===== src/rtl/wbuff_pkg.sv =====
// Shared constants and load-FSM state encoding for the weight-buffer bank controller.
package wbuff_pkg;

    localparam int NB_TAPS_DEF      = 11;
    localparam int BUFFER_DEPTH_DEF = 72;
    localparam int BUFFER_WIDTH_DEF = 16;

    typedef enum logic [1:0] {
        ST_IDLE  = 2'd0,
        ST_READ  = 2'd1,
        ST_DRAIN = 2'd2
    } load_state_e;

endpackage


===== src/rtl/wbuff_bank_ctrl_if.sv =====
// Bus bundle between the weight-buffer bank controller and its write source,
// load requester and SRAM bank.
interface wbuff_bank_ctrl_if
    import wbuff_pkg::*;
#(
    parameter int NB_TAPS      = NB_TAPS_DEF,
    parameter int BUFFER_DEPTH = BUFFER_DEPTH_DEF,
    parameter int BUFFER_WIDTH = BUFFER_WIDTH_DEF,
    parameter int ADDR_W       = $clog2(BUFFER_DEPTH),
    parameter int TAPS_W       = $clog2(NB_TAPS + 1)
);

    // Write handshake: a word transfers on a rising clk edge where wr_valid and
    // wr_ready are both high; wr_data must be stable while wr_valid is high.
    logic                    wr_valid;
    logic                    wr_ready;
    logic [BUFFER_WIDTH-1:0] wr_data;
    logic                    wr_ptr_clr;

    logic [ADDR_W-1:0]       wAddr;
    logic [BUFFER_WIDTH-1:0] buffer_data_in;
    logic                    buffer_wEn;

    logic                    load_start;
    logic [ADDR_W-1:0]       load_base;
    logic [TAPS_W-1:0]       load_taps;
    logic                    load_clear;

    logic [ADDR_W-1:0]       rAddr;
    logic                    buffer_rEn;
    logic [NB_TAPS-1:0]      weight_load_en;
    logic                    clear_all_wregs;
    logic                    load_busy;
    logic                    load_done;
    load_state_e             dbg_state;

    modport slave (
        input  wr_valid, wr_data, wr_ptr_clr,
        input  load_start, load_base, load_taps, load_clear,
        output wr_ready, wAddr, buffer_data_in, buffer_wEn,
        output rAddr, buffer_rEn, weight_load_en, clear_all_wregs,
        output load_busy, load_done, dbg_state
    );

    modport master (
        output wr_valid, wr_data, wr_ptr_clr,
        output load_start, load_base, load_taps, load_clear,
        input  wr_ready, wAddr, buffer_data_in, buffer_wEn,
        input  rAddr, buffer_rEn, weight_load_en, clear_all_wregs,
        input  load_busy, load_done, dbg_state
    );

endinterface


===== src/rtl/wbuff_addr_wrap.sv =====
// Modular address adder: (a + b) mod DEPTH for operands already below DEPTH,
// using one extra sum bit and a single conditional subtract.
module wbuff_addr_wrap #(
    parameter int DEPTH  = 72,
    parameter int ADDR_W = $clog2(DEPTH)
) (
    input  logic [ADDR_W-1:0] a,
    input  logic [ADDR_W-1:0] b,
    output logic [ADDR_W-1:0] sum
);

    localparam logic [ADDR_W:0] DEPTH_W = (ADDR_W + 1)'(DEPTH);

    logic [ADDR_W:0] raw;
    logic [ADDR_W:0] diff;

    always_comb begin
        raw  = {1'b0, a} + {1'b0, b};
        diff = raw - DEPTH_W;
        sum  = (raw >= DEPTH_W) ? diff[ADDR_W-1:0] : raw[ADDR_W-1:0];
    end

endmodule


===== src/rtl/wbuff_bank_ctrl.sv =====
// Weight-buffer bank controller: streams incoming weight words into a circular
// SRAM bank and replays a run of words into one-hot selected tap registers.
module wbuff_bank_ctrl
    import wbuff_pkg::*;
#(
    parameter int NB_TAPS      = NB_TAPS_DEF,
    parameter int BUFFER_DEPTH = BUFFER_DEPTH_DEF,
    parameter int BUFFER_WIDTH = BUFFER_WIDTH_DEF,
    parameter int ADDR_W       = $clog2(BUFFER_DEPTH)
) (
    input  logic              clk,
    input  logic              rst,
    wbuff_bank_ctrl_if.slave  bus
);

    localparam int                 TAPS_W    = $clog2(NB_TAPS + 1);
    localparam logic [TAPS_W-1:0]  NB_TAPS_W = TAPS_W'(NB_TAPS);
    localparam logic [NB_TAPS-1:0] TAP0      = NB_TAPS'(1);
    localparam logic [ADDR_W-1:0]  ADDR_ONE  = ADDR_W'(1);

    // Write path state
    logic                    wr_ready_q, wr_ready_d;
    logic                    wr_en_n_q, wr_en_n_d;
    logic [ADDR_W-1:0]       waddr_q, waddr_d;
    logic [BUFFER_WIDTH-1:0] wdata_q, wdata_d;
    logic [ADDR_W-1:0]       wr_ptr_q, wr_ptr_d;
    logic [ADDR_W-1:0]       wr_ptr_inc;
    logic                    accept;

    // Load path state
    load_state_e             state_q, state_d;
    logic                    rd_en_n_q, rd_en_n_d;
    logic [ADDR_W-1:0]       raddr_q, raddr_d;
    logic [TAPS_W-1:0]       rd_idx_q, rd_idx_d;
    logic [TAPS_W-1:0]       n_taps_q, n_taps_d;
    logic [NB_TAPS-1:0]      load_en_q, load_en_d;
    logic                    clear_q, clear_d;
    logic                    busy_q, busy_d;
    logic                    done_q, done_d;
    logic [ADDR_W-1:0]       rd_op_a, rd_op_b, rd_next;
    logic [TAPS_W-1:0]       taps_eff;

    wbuff_addr_wrap #(.DEPTH(BUFFER_DEPTH), .ADDR_W(ADDR_W)) u_wr_wrap (
        .a   (wr_ptr_q),
        .b   (ADDR_ONE),
        .sum (wr_ptr_inc)
    );

    // In IDLE the read adder folds load_base into range; in READ it steps by one.
    assign rd_op_a = (state_q == ST_IDLE) ? bus.load_base : raddr_q;
    assign rd_op_b = (state_q == ST_IDLE) ? '0 : ADDR_ONE;

    wbuff_addr_wrap #(.DEPTH(BUFFER_DEPTH), .ADDR_W(ADDR_W)) u_rd_wrap (
        .a   (rd_op_a),
        .b   (rd_op_b),
        .sum (rd_next)
    );

    assign taps_eff = (bus.load_taps > NB_TAPS_W) ? NB_TAPS_W : bus.load_taps;

    always_comb begin
        wr_ready_d = 1'b1;
        accept     = bus.wr_valid & wr_ready_q;
        wr_en_n_d  = ~accept;
        waddr_d    = accept ? wr_ptr_q : waddr_q;
        wdata_d    = accept ? bus.wr_data : wdata_q;
        if (bus.wr_ptr_clr) begin
            wr_ptr_d = '0;
        end else if (accept) begin
            wr_ptr_d = wr_ptr_inc;
        end else begin
            wr_ptr_d = wr_ptr_q;
        end
    end

    always_comb begin
        state_d   = state_q;
        rd_en_n_d = 1'b1;
        raddr_d   = raddr_q;
        rd_idx_d  = rd_idx_q;
        n_taps_d  = n_taps_q;
        load_en_d = '0;
        clear_d   = 1'b0;
        busy_d    = busy_q;
        done_d    = 1'b0;
        case (state_q)
            ST_IDLE: begin
                if (bus.load_start) begin
                    clear_d = bus.load_clear;
                    if (taps_eff == '0) begin
                        done_d = 1'b1;
                    end else begin
                        state_d   = ST_READ;
                        rd_en_n_d = 1'b0;
                        raddr_d   = rd_next;
                        rd_idx_d  = '0;
                        n_taps_d  = taps_eff;
                        busy_d    = 1'b1;
                    end
                end
            end
            ST_READ: begin
                // The tap enable trails its read by one cycle to meet SRAM read data.
                load_en_d = TAP0 << rd_idx_q;
                if (rd_idx_q == n_taps_q - TAPS_W'(1)) begin
                    state_d = ST_DRAIN;
                end else begin
                    rd_en_n_d = 1'b0;
                    raddr_d   = rd_next;
                    rd_idx_d  = rd_idx_q + TAPS_W'(1);
                end
            end
            ST_DRAIN: begin
                state_d = ST_IDLE;
                busy_d  = 1'b0;
                done_d  = 1'b1;
            end
            default: begin
                state_d = ST_IDLE;
                busy_d  = 1'b0;
            end
        endcase
    end

    always_ff @(posedge clk) begin
        if (rst) begin
            wr_ready_q <= 1'b0;
            wr_en_n_q  <= 1'b1;
            waddr_q    <= '0;
            wdata_q    <= '0;
            wr_ptr_q   <= '0;
            state_q    <= ST_IDLE;
            rd_en_n_q  <= 1'b1;
            raddr_q    <= '0;
            rd_idx_q   <= '0;
            n_taps_q   <= '0;
            load_en_q  <= '0;
            clear_q    <= 1'b0;
            busy_q     <= 1'b0;
            done_q     <= 1'b0;
        end else begin
            wr_ready_q <= wr_ready_d;
            wr_en_n_q  <= wr_en_n_d;
            waddr_q    <= waddr_d;
            wdata_q    <= wdata_d;
            wr_ptr_q   <= wr_ptr_d;
            state_q    <= state_d;
            rd_en_n_q  <= rd_en_n_d;
            raddr_q    <= raddr_d;
            rd_idx_q   <= rd_idx_d;
            n_taps_q   <= n_taps_d;
            load_en_q  <= load_en_d;
            clear_q    <= clear_d;
            busy_q     <= busy_d;
            done_q     <= done_d;
        end
    end

    assign bus.wr_ready        = wr_ready_q;
    assign bus.buffer_wEn      = wr_en_n_q;
    assign bus.wAddr           = waddr_q;
    assign bus.buffer_data_in  = wdata_q;
    assign bus.buffer_rEn      = rd_en_n_q;
    assign bus.rAddr           = raddr_q;
    assign bus.weight_load_en  = load_en_q;
    assign bus.clear_all_wregs = clear_q;
    assign bus.load_busy       = busy_q;
    assign bus.load_done       = done_q;
    assign bus.dbg_state       = state_q;

endmodule


===== src/flat_wrapper.sv =====
// flat-port wrapper written by rule: the top's interface ports become plain ports
module wbuff_bank_ctrl_flat import wbuff_pkg::*;
#(
    parameter int NB_TAPS      = NB_TAPS_DEF,
    parameter int BUFFER_DEPTH = BUFFER_DEPTH_DEF,
    parameter int BUFFER_WIDTH = BUFFER_WIDTH_DEF,
    parameter int ADDR_W       = $clog2(BUFFER_DEPTH)
)
  (clk, rst, bus_wr_valid, bus_wr_data, bus_wr_ptr_clr, bus_load_start, bus_load_base, bus_load_taps, bus_load_clear, bus_wr_ready, bus_wAddr, bus_buffer_data_in, bus_buffer_wEn, bus_rAddr, bus_buffer_rEn, bus_weight_load_en, bus_clear_all_wregs, bus_load_busy, bus_load_done, bus_dbg_state);
  wbuff_bank_ctrl_if #(.NB_TAPS(NB_TAPS), .BUFFER_DEPTH(BUFFER_DEPTH), .BUFFER_WIDTH(BUFFER_WIDTH), .ADDR_W(ADDR_W)) bus_i ();
  input  logic clk;
  input  logic rst;
  input wire logic [$bits(bus_i.wr_valid)-1:0] bus_wr_valid;
  input wire logic [$bits(bus_i.wr_data)-1:0] bus_wr_data;
  input wire logic [$bits(bus_i.wr_ptr_clr)-1:0] bus_wr_ptr_clr;
  input wire logic [$bits(bus_i.load_start)-1:0] bus_load_start;
  input wire logic [$bits(bus_i.load_base)-1:0] bus_load_base;
  input wire logic [$bits(bus_i.load_taps)-1:0] bus_load_taps;
  input wire logic [$bits(bus_i.load_clear)-1:0] bus_load_clear;
  output wire logic [$bits(bus_i.wr_ready)-1:0] bus_wr_ready;
  output wire logic [$bits(bus_i.wAddr)-1:0] bus_wAddr;
  output wire logic [$bits(bus_i.buffer_data_in)-1:0] bus_buffer_data_in;
  output wire logic [$bits(bus_i.buffer_wEn)-1:0] bus_buffer_wEn;
  output wire logic [$bits(bus_i.rAddr)-1:0] bus_rAddr;
  output wire logic [$bits(bus_i.buffer_rEn)-1:0] bus_buffer_rEn;
  output wire logic [$bits(bus_i.weight_load_en)-1:0] bus_weight_load_en;
  output wire logic [$bits(bus_i.clear_all_wregs)-1:0] bus_clear_all_wregs;
  output wire logic [$bits(bus_i.load_busy)-1:0] bus_load_busy;
  output wire logic [$bits(bus_i.load_done)-1:0] bus_load_done;
  output wire logic [$bits(bus_i.dbg_state)-1:0] bus_dbg_state;
  assign bus_i.wr_valid = bus_wr_valid;
  assign bus_i.wr_data = bus_wr_data;
  assign bus_i.wr_ptr_clr = bus_wr_ptr_clr;
  assign bus_i.load_start = bus_load_start;
  assign bus_i.load_base = bus_load_base;
  assign bus_i.load_taps = bus_load_taps;
  assign bus_i.load_clear = bus_load_clear;
  assign bus_wr_ready = bus_i.wr_ready;
  assign bus_wAddr = bus_i.wAddr;
  assign bus_buffer_data_in = bus_i.buffer_data_in;
  assign bus_buffer_wEn = bus_i.buffer_wEn;
  assign bus_rAddr = bus_i.rAddr;
  assign bus_buffer_rEn = bus_i.buffer_rEn;
  assign bus_weight_load_en = bus_i.weight_load_en;
  assign bus_clear_all_wregs = bus_i.clear_all_wregs;
  assign bus_load_busy = bus_i.load_busy;
  assign bus_load_done = bus_i.load_done;
  assign bus_dbg_state = bus_i.dbg_state;
  wbuff_bank_ctrl #(.NB_TAPS(NB_TAPS), .BUFFER_DEPTH(BUFFER_DEPTH), .BUFFER_WIDTH(BUFFER_WIDTH), .ADDR_W(ADDR_W)) u_core (.clk(clk), .rst(rst), .bus(bus_i));
endmodule

===== config.mk =====
export PLATFORM = sky130hd
export DESIGN_NAME = wbuff_bank_ctrl_flat
export DESIGN_NICKNAME = d
export VERILOG_FILES = /design/src/rtl/wbuff_pkg.sv /design/src/rtl/wbuff_bank_ctrl_if.sv /design/src/rtl/wbuff_addr_wrap.sv /design/src/rtl/wbuff_bank_ctrl.sv /design/src/flat_wrapper.sv
export SDC_FILE = /design/constraint.sdc
export NUM_CORES = 1
export LEC_CHECK = 0
export CAP_MARGIN = 10
export CORE_MARGIN = 2
export CORE_UTILIZATION = 52
export DETAILED_ROUTE_END_ITERATION = 7
export PLACE_DENSITY = 0.85
export SYNTH_ARGS = -nofsm -noshare
export SYNTH_HDL_FRONTEND = slang
export SYNTH_SLANG_ARGS = --single-unit

===== constraint.sdc =====
create_clock -name clk -period 4.4 [get_ports clk]
set_clock_uncertainty 0.2 [all_clocks]
set_input_delay 0.44 -clock clk [delete_from_list [all_inputs] [get_ports clk]]
set_output_delay 0.44 -clock clk [all_outputs]
set_load 0.02 [all_outputs]

---- Word level (Yosys, flattened, before mapping) ----
Cells that the tools add are included.
word-level totals
  logic and storage cells ................. 74
  flip-flop bits (word level) ............. 64
  bits of input ports ..................... 33
  output and inout port bits .............. 49
operators by class
  muxes and demuxes ....................... 27
  bitwise operators ....................... 6
  $lt $le $gt $ge ......................... 3
  equality and inequality tests ........... 7
  shift operators ......................... 1
  add/sub/neg operators ................... 6
  reductions and logical operators ........ 10
operators by type and width
  cell                                                                    count
  7-bit 2-to-1 mux                                                        6
  8-bit by 7-bit >= comparator with 1-bit output (second input constant)  2
  4-bit 2-to-1 mux                                                        4
  7-bit case mux with 2 select lines                                      1
  7-bit subtractor (second input constant)                                2
  1-bit by 4-bit << shifter with 11-bit output (first input constant)     1
  3-bit AND reduction                                                     3
  7-bit by 1-bit adder with 8-bit output                                  1
  7-bit by 1-bit adder with 8-bit output (second input constant)          1
  1-bit 2-to-1 mux                                                        8
  4-bit case mux with 2 select lines                                      1
  2-bit 2-to-1 mux                                                        3
  2-bit != test (second input constant)                                   3
  1-bit case mux with 2 select lines                                      3
  1-bit NOT                                                               5
  4-bit by 1-bit adder with 4-bit output (second input constant)          1
  4-bit == test                                                           1
  4-bit > comparator (second input constant)                              1
  4-bit zero test                                                         1
  2-bit case mux with 2 select lines                                      1
  4-bit AND reduction                                                     1
  2-bit OR reduction                                                      2
  4-bit by 1-bit subtractor with 4-bit output (second input constant)     1
  3-bit OR reduction                                                      1
  other kinds (6)                                                         6

---- Logic depth before layout (Yosys ltp) ----
  word-level depth ........................ 8
  gate-level depth with buffers ........... 12
  depth with buffers taken out ............ 10

---- Cells and area by module ----
A second synthesis with hierarchy kept.
second synthesis, totals
  cell total of the unflattened synthesis .. 394
  area total of the unflattened synthesis .. 3442.1 sq um
by module, submodules not included
  module           cells an instance  times used  sequential area each (sq um)  area each (sq um)
  wbuff_bank_ctrl  286                1           1281.2                        2508.7
  wbuff_addr_wrap  54                 2           0.0                           466.7

---- Worst setup path after synthesis ----
OpenSTA, ideal clock, no wires.
  path kind ............................... reg-to-reg
  from .................................... reg u_core.state_q[1] (netlist: u_core.bus.dbg_state[1])
  to ...................................... reg u_core.raddr_q[4] (netlist: u_core.bus.rAddr[4])
  required time ........................... 4.078 ns
  stages on the path, launching flop included .. 11
  setup time .............................. 0.122 ns
  data arrival time ....................... 2.489 ns
  slack ................................... 1.590 ns
  period minus slack after synthesis ...... 2.810 ns
  path buffers ............................ 2
  cells stage by stage .................... dfxtp_1 buf_2 or2_1 buf_2 and2_1 ha_1 o21ai_0 or4_1 o211ai_2 nor3_2 a221o_1
between the ends
  word-level cells in the longest chain between the ends .. 8
  elaborated cells between the ends (all ways) .. 17
  those cells by class .................... add/sub: 2; order compare: 1; eq/ne: 4; mux: 7; reduce/logical: 3
RTL lines
  element                                                                             line                                                                 text
  from (decl)                                                                         wbuff_bank_ctrl.sv:31                                                load_state_e state_q, state_d;
  from (signal assigned)                                                              wbuff_bank_ctrl.sv:147                                               state_q <= state_d;
  2-bit zero test                                                                     wbuff_bank_ctrl.sv:50, wbuff_bank_ctrl.sv:51, wbuff_bank_ctrl.sv:86
  7-bit 2-to-1 mux or 1-bit 2-to-1 mux (tied branches)                                wbuff_bank_ctrl.sv:50, wbuff_bank_ctrl.sv:51
  7-bit by 1-bit adder with 8-bit output                                              wbuff_addr_wrap.sv:18                                                raw = {1'b0, a} + {1'b0, b};
  7-bit subtractor or 8-bit by 7-bit >= comparator with 1-bit output (tied branches)  wbuff_addr_wrap.sv:19, wbuff_addr_wrap.sv:20
  7-bit 2-to-1 mux                                                                    wbuff_addr_wrap.sv:20                                                sum = (raw >= DEPTH_W) ? diff[ADDR_W-1:0] : raw[ADDR_W-1:0];
  7-bit 2-to-1 mux                                                                    wbuff_bank_ctrl.sv:90                                                if (taps_eff == '0) begin
  7-bit 2-to-1 mux                                                                    wbuff_bank_ctrl.sv:88                                                if (bus.load_start) begin
  7-bit case mux with 2 select lines                                                  wbuff_bank_ctrl.sv:86                                                case (state_q)
  to (signal assigned)                                                                wbuff_bank_ctrl.sv:149                                               raddr_q <= raddr_d;
  to (decl)                                                                           wbuff_bank_ctrl.sv:33                                                logic [ADDR_W-1:0] raddr_q, raddr_d;
Parallel ways exist; a longest one is shown, timed or not. The select of a mux whose other input is x is not followed.
A chain may end at the register's enable or synchronous reset.

---- Worst setup path after layout ----
Same ends and word-level chain as after synthesis.

==> flow_metrics.tcl <==
set metrics [dict create \
    status "completed" \
    leakage_nw 1.51 \
    clk_pin_slew_worst_paths_ns 0.07 \
    tns_ns 0 \
    coreArea_um2 5570 \
    fp.dieH_um 80.5 \
    ff2ff_setup_slack_ns 1.42 \
    path_class "flop to flop" \
    r2r_end "u_core.bus.rAddr[4]" \
    cts_tree "built" \
    fp.dieW_um 80.5 \
    synth_nets 394 \
    ys_ff_latch 64 \
    hpwlAfterDp_um 5260 \
    via_count 2814 \
    drt_iter0_markers 205 \
    cp-start-kind "flop" \
    clkLatencyLatePin_ns 0.33 \
    path_buf_inv 0 \
    fin_crit_sh_pct 67.7 \
    finalMaxSlewViolations 0 \
    async_flop_share_pct 0 \
    placementRows 27 \
    hold_path_class "flop to flop" \
    grt_pass1_vias 2635 \
    initial_utilization_pct 54.6 \
    power_density_nw_per_um2 344 \
    path_cells "or2_1, and2_1, ha_1, o21ai_0, or4_1, o211ai_2, nor3_2, a221o_1" \
    peakVddDrop_v 0.000178 \
    numCtsBuffers 9 \
    r2r_cells 8 \
    rsz0062_at_grt "false" \
    cts.sinks 64 \
    whs_endpoint "u_core.bus.buffer_data_in[5]" \
    tightest_slew_ns 1.01 \
    grt_pass1_wl_um 12300 \
    gp_congestion 0.895 \
    crit_arrival_ns 3.00 \
    antenna_found_initial 0 \
    avgRoutedWirePerCell_um 14.9 \
    path_max_fanout 14 \
    grt_start_max_net_pins 33 \
    min_from "u_core.bus.buffer_data_in[5]" \
    wl_um 7470 \
    cpPeakStageDelay_ns 0.62 \
    yosysSeqAreaShare_pct 42.1 \
    relSlewSlack_pct 33.0 \
    finish.instance_area_um2 4060 \
    cp_slowest_cell "dfxtp_1" \
    grt_usage_pct 24.6 \
    layout_common_cells "clkdlybuf4s50_1, nand2_1, dfxtp_1" \
    diodes 0 \
    synth.yosys.warnings 0 \
    fin_crit_ns 2.98 \
    pin_count 82 \
    postRouteAntennaNets 0 \
    grt-ovfl-total 0 \
    drive_gt1_share_pct 7.93 \
    finalHoldViolCount 0 \
    firstDrtPassIters 4 \
    critical_path_required_ns 4.42 \
    holdBufCountCts 0 \
    fmax_mhz 336 \
    clockRootBuffer "clkbuf_8" \
    cts_buffer_depth 2 \
    crit_family "simple AND/OR/NAND/NOR gates" \
    drc 0 \
    synth_edf_count 0 \
    drv_cap 0 \
    dieArea_um2 6480 \
    port_buffers 81 \
    post_cts_buffers 0 \
    drt-vias-per-instance 5.62 \
    worstSetupEndpointType "flop" \
    postSynthCellCount 351 \
    p_total_w 0.00139 \
    final_common_cell "clkdlybuf4s50_1" \
    placed_cell_area_um2 3860 \
    synthDistinctLibCells 66 \
    area_delta_synth_final_pct 33.3 \
    final_nets 468 \
    cts_resized 0 \
    setup_viol 0 \
    post_synth.cell_area_avg_um2 8.67 \
    syn_area_um2 3040 \
    cts-htree-levels 3 \
    synth-main-ff-cell "dfxtp_1" \
    worstReg2RegStart "u_core.bus.dbg_state[1]" \
    min_path_cells 2 \
]
[logic make-up after synthesis]
family,synth area share (%)
simple gates,23.3
compound gates,18.6
flops,42.1
buf+inv,5.02
xor+xnor,4.73
fa+ha+maj,4.11
mux,2.10
[layout make-up]
| class | count | area, um^2 |
|---|---|---|
| Fill cell | 408 | 1520 |
| Sequential cell | 64 | 1280 |
| Inverter | 12 | 57.6 |
| Multi-Input combinational cell | 256 | 1610 |
| Timing Repair Buffer | 82 | 818 |
| Clock buffer | 11 | 131 |
| Clock inverter | 4 | 70.1 |
| Tap cell | 72 | 90.1 |
[worst max path at each step]
stage                                  startpoint             endpoint  slack, ns  depth (start not counted)
after global routing      u_core.bus.dbg_state[0]  u_core.bus.rAddr[4]       1.25                          8
after floorplan           u_core.bus.dbg_state[1]  u_core.bus.rAddr[4]       1.59                         10
after detailed placement         bus_load_taps[3]  u_core.bus.rAddr[2]       1.24                          6
after global placement           bus_load_taps[3]  u_core.bus.rAddr[2]       1.38                          6
final                     u_core.bus.dbg_state[1]  u_core.bus.rAddr[4]       1.42                          8
after CTS                 u_core.bus.dbg_state[1]  u_core.bus.rAddr[4]       1.48                          8
[cells in the mapped netlist (2+ instances only)]
library cell	n	area share (%)
buf_2	6	0.99
dfxtp_1	64	42
nor4bb_1	2	0.66
nor3_1	9	1.5
xnor2_1	6	1.7
o211ai_1	2	0.49
nand4_1	4	0.82
nor4_1	3	0.62
nor2_1	18	2.2
xor2_1	6	1.7
ha_1	10	4.1
o21a_1	2	0.49
nor4b_1	2	0.58
a31oi_1	3	0.62
and2_1	10	2.1
o21ai_0	8	1.3
a21oi_1	37	6.1
and3_1	5	1.0
a211oi_1	2	0.49
or3_1	3	0.62
a22o_1	2	0.58
nand3_1	8	1.3
nand2_1	69	8.5
a311o_1	2	0.66
clkbuf_1	10	1.2
or2_2	3	0.62
buf_1	2	0.25
inv_1	11	1.4
mux2_2	3	1.1
mux2i_1	3	0.99
[through the flow]
| stage | cells | hold slack (ns) | worst slack, ns | util (%) |
|---|---|---|---|---|
| after global placement | 486 | 0.240 | 1.38 | 69.2 |
| after CTS | 501 | 0.257 | 1.48 | 72.8 |
| final | 501 | 0.254 | 1.42 | 72.8 |
| after detailed placement | 486 | 0.247 | 1.24 | 69.2 |
| after global routing | 501 | 0.268 | 1.25 | 72.8 |
| after floorplan | 351 | 0.255 | 1.59 | - |
[worst register-to-register path: cells and delay by family, from the launching register on]
| kind | cells | cell delay, ns |
|---|---|---|
| AO/OA/AOI/OAI | 3 | 0.57 |
| adder cells (fa/ha/maj) | 1 | 0.30 |
| flip-flops | 1 | 0.62 |
| AND/OR/NAND/NOR | 4 | 1.17 |
[sequential cells by signal (all words and copies together) (netlist names), 2 cells and up]
name and flops:
u_core.bus.wAddr 7, u_core.rd_idx_q 4, u_core.bus.rAddr 7, u_core.bus.weight_load_en 11, u_core.n_taps_q 4, u_core.bus.buffer_data_in 16
u_core.bus.dbg_state 2, u_core.wr_ptr_q 7
[layer usage]
| layer | GRT usage [%] | up-vias | wire, um |
|---|---|---|---|
| met2 | 40.1 | 108 | 3650 |
| met5 | 0 | - | 0 |
| li1 | - | 1378 | - |
| met3 | 7.42 | 12 | 488 |
| met4 | 6.95 | 0 | 95 |
| met1 | 31.6 | 1316 | 3230 |
[power breakdown]
| group | switching [W] | internal (W) | leakage, nW |
|---|---|---|---|
| Sequential | 0.0000293 | 0.000603 | 0.521 |
| Clock | 0.000209 | 0.000314 | 0.103 |
| Combinational | 0.000126 | 0.000112 | 0.890 |
| Total | 0.000365 | 0.00103 | 1.51 |
Note: power is estimated with default switching activity, not from simulation.
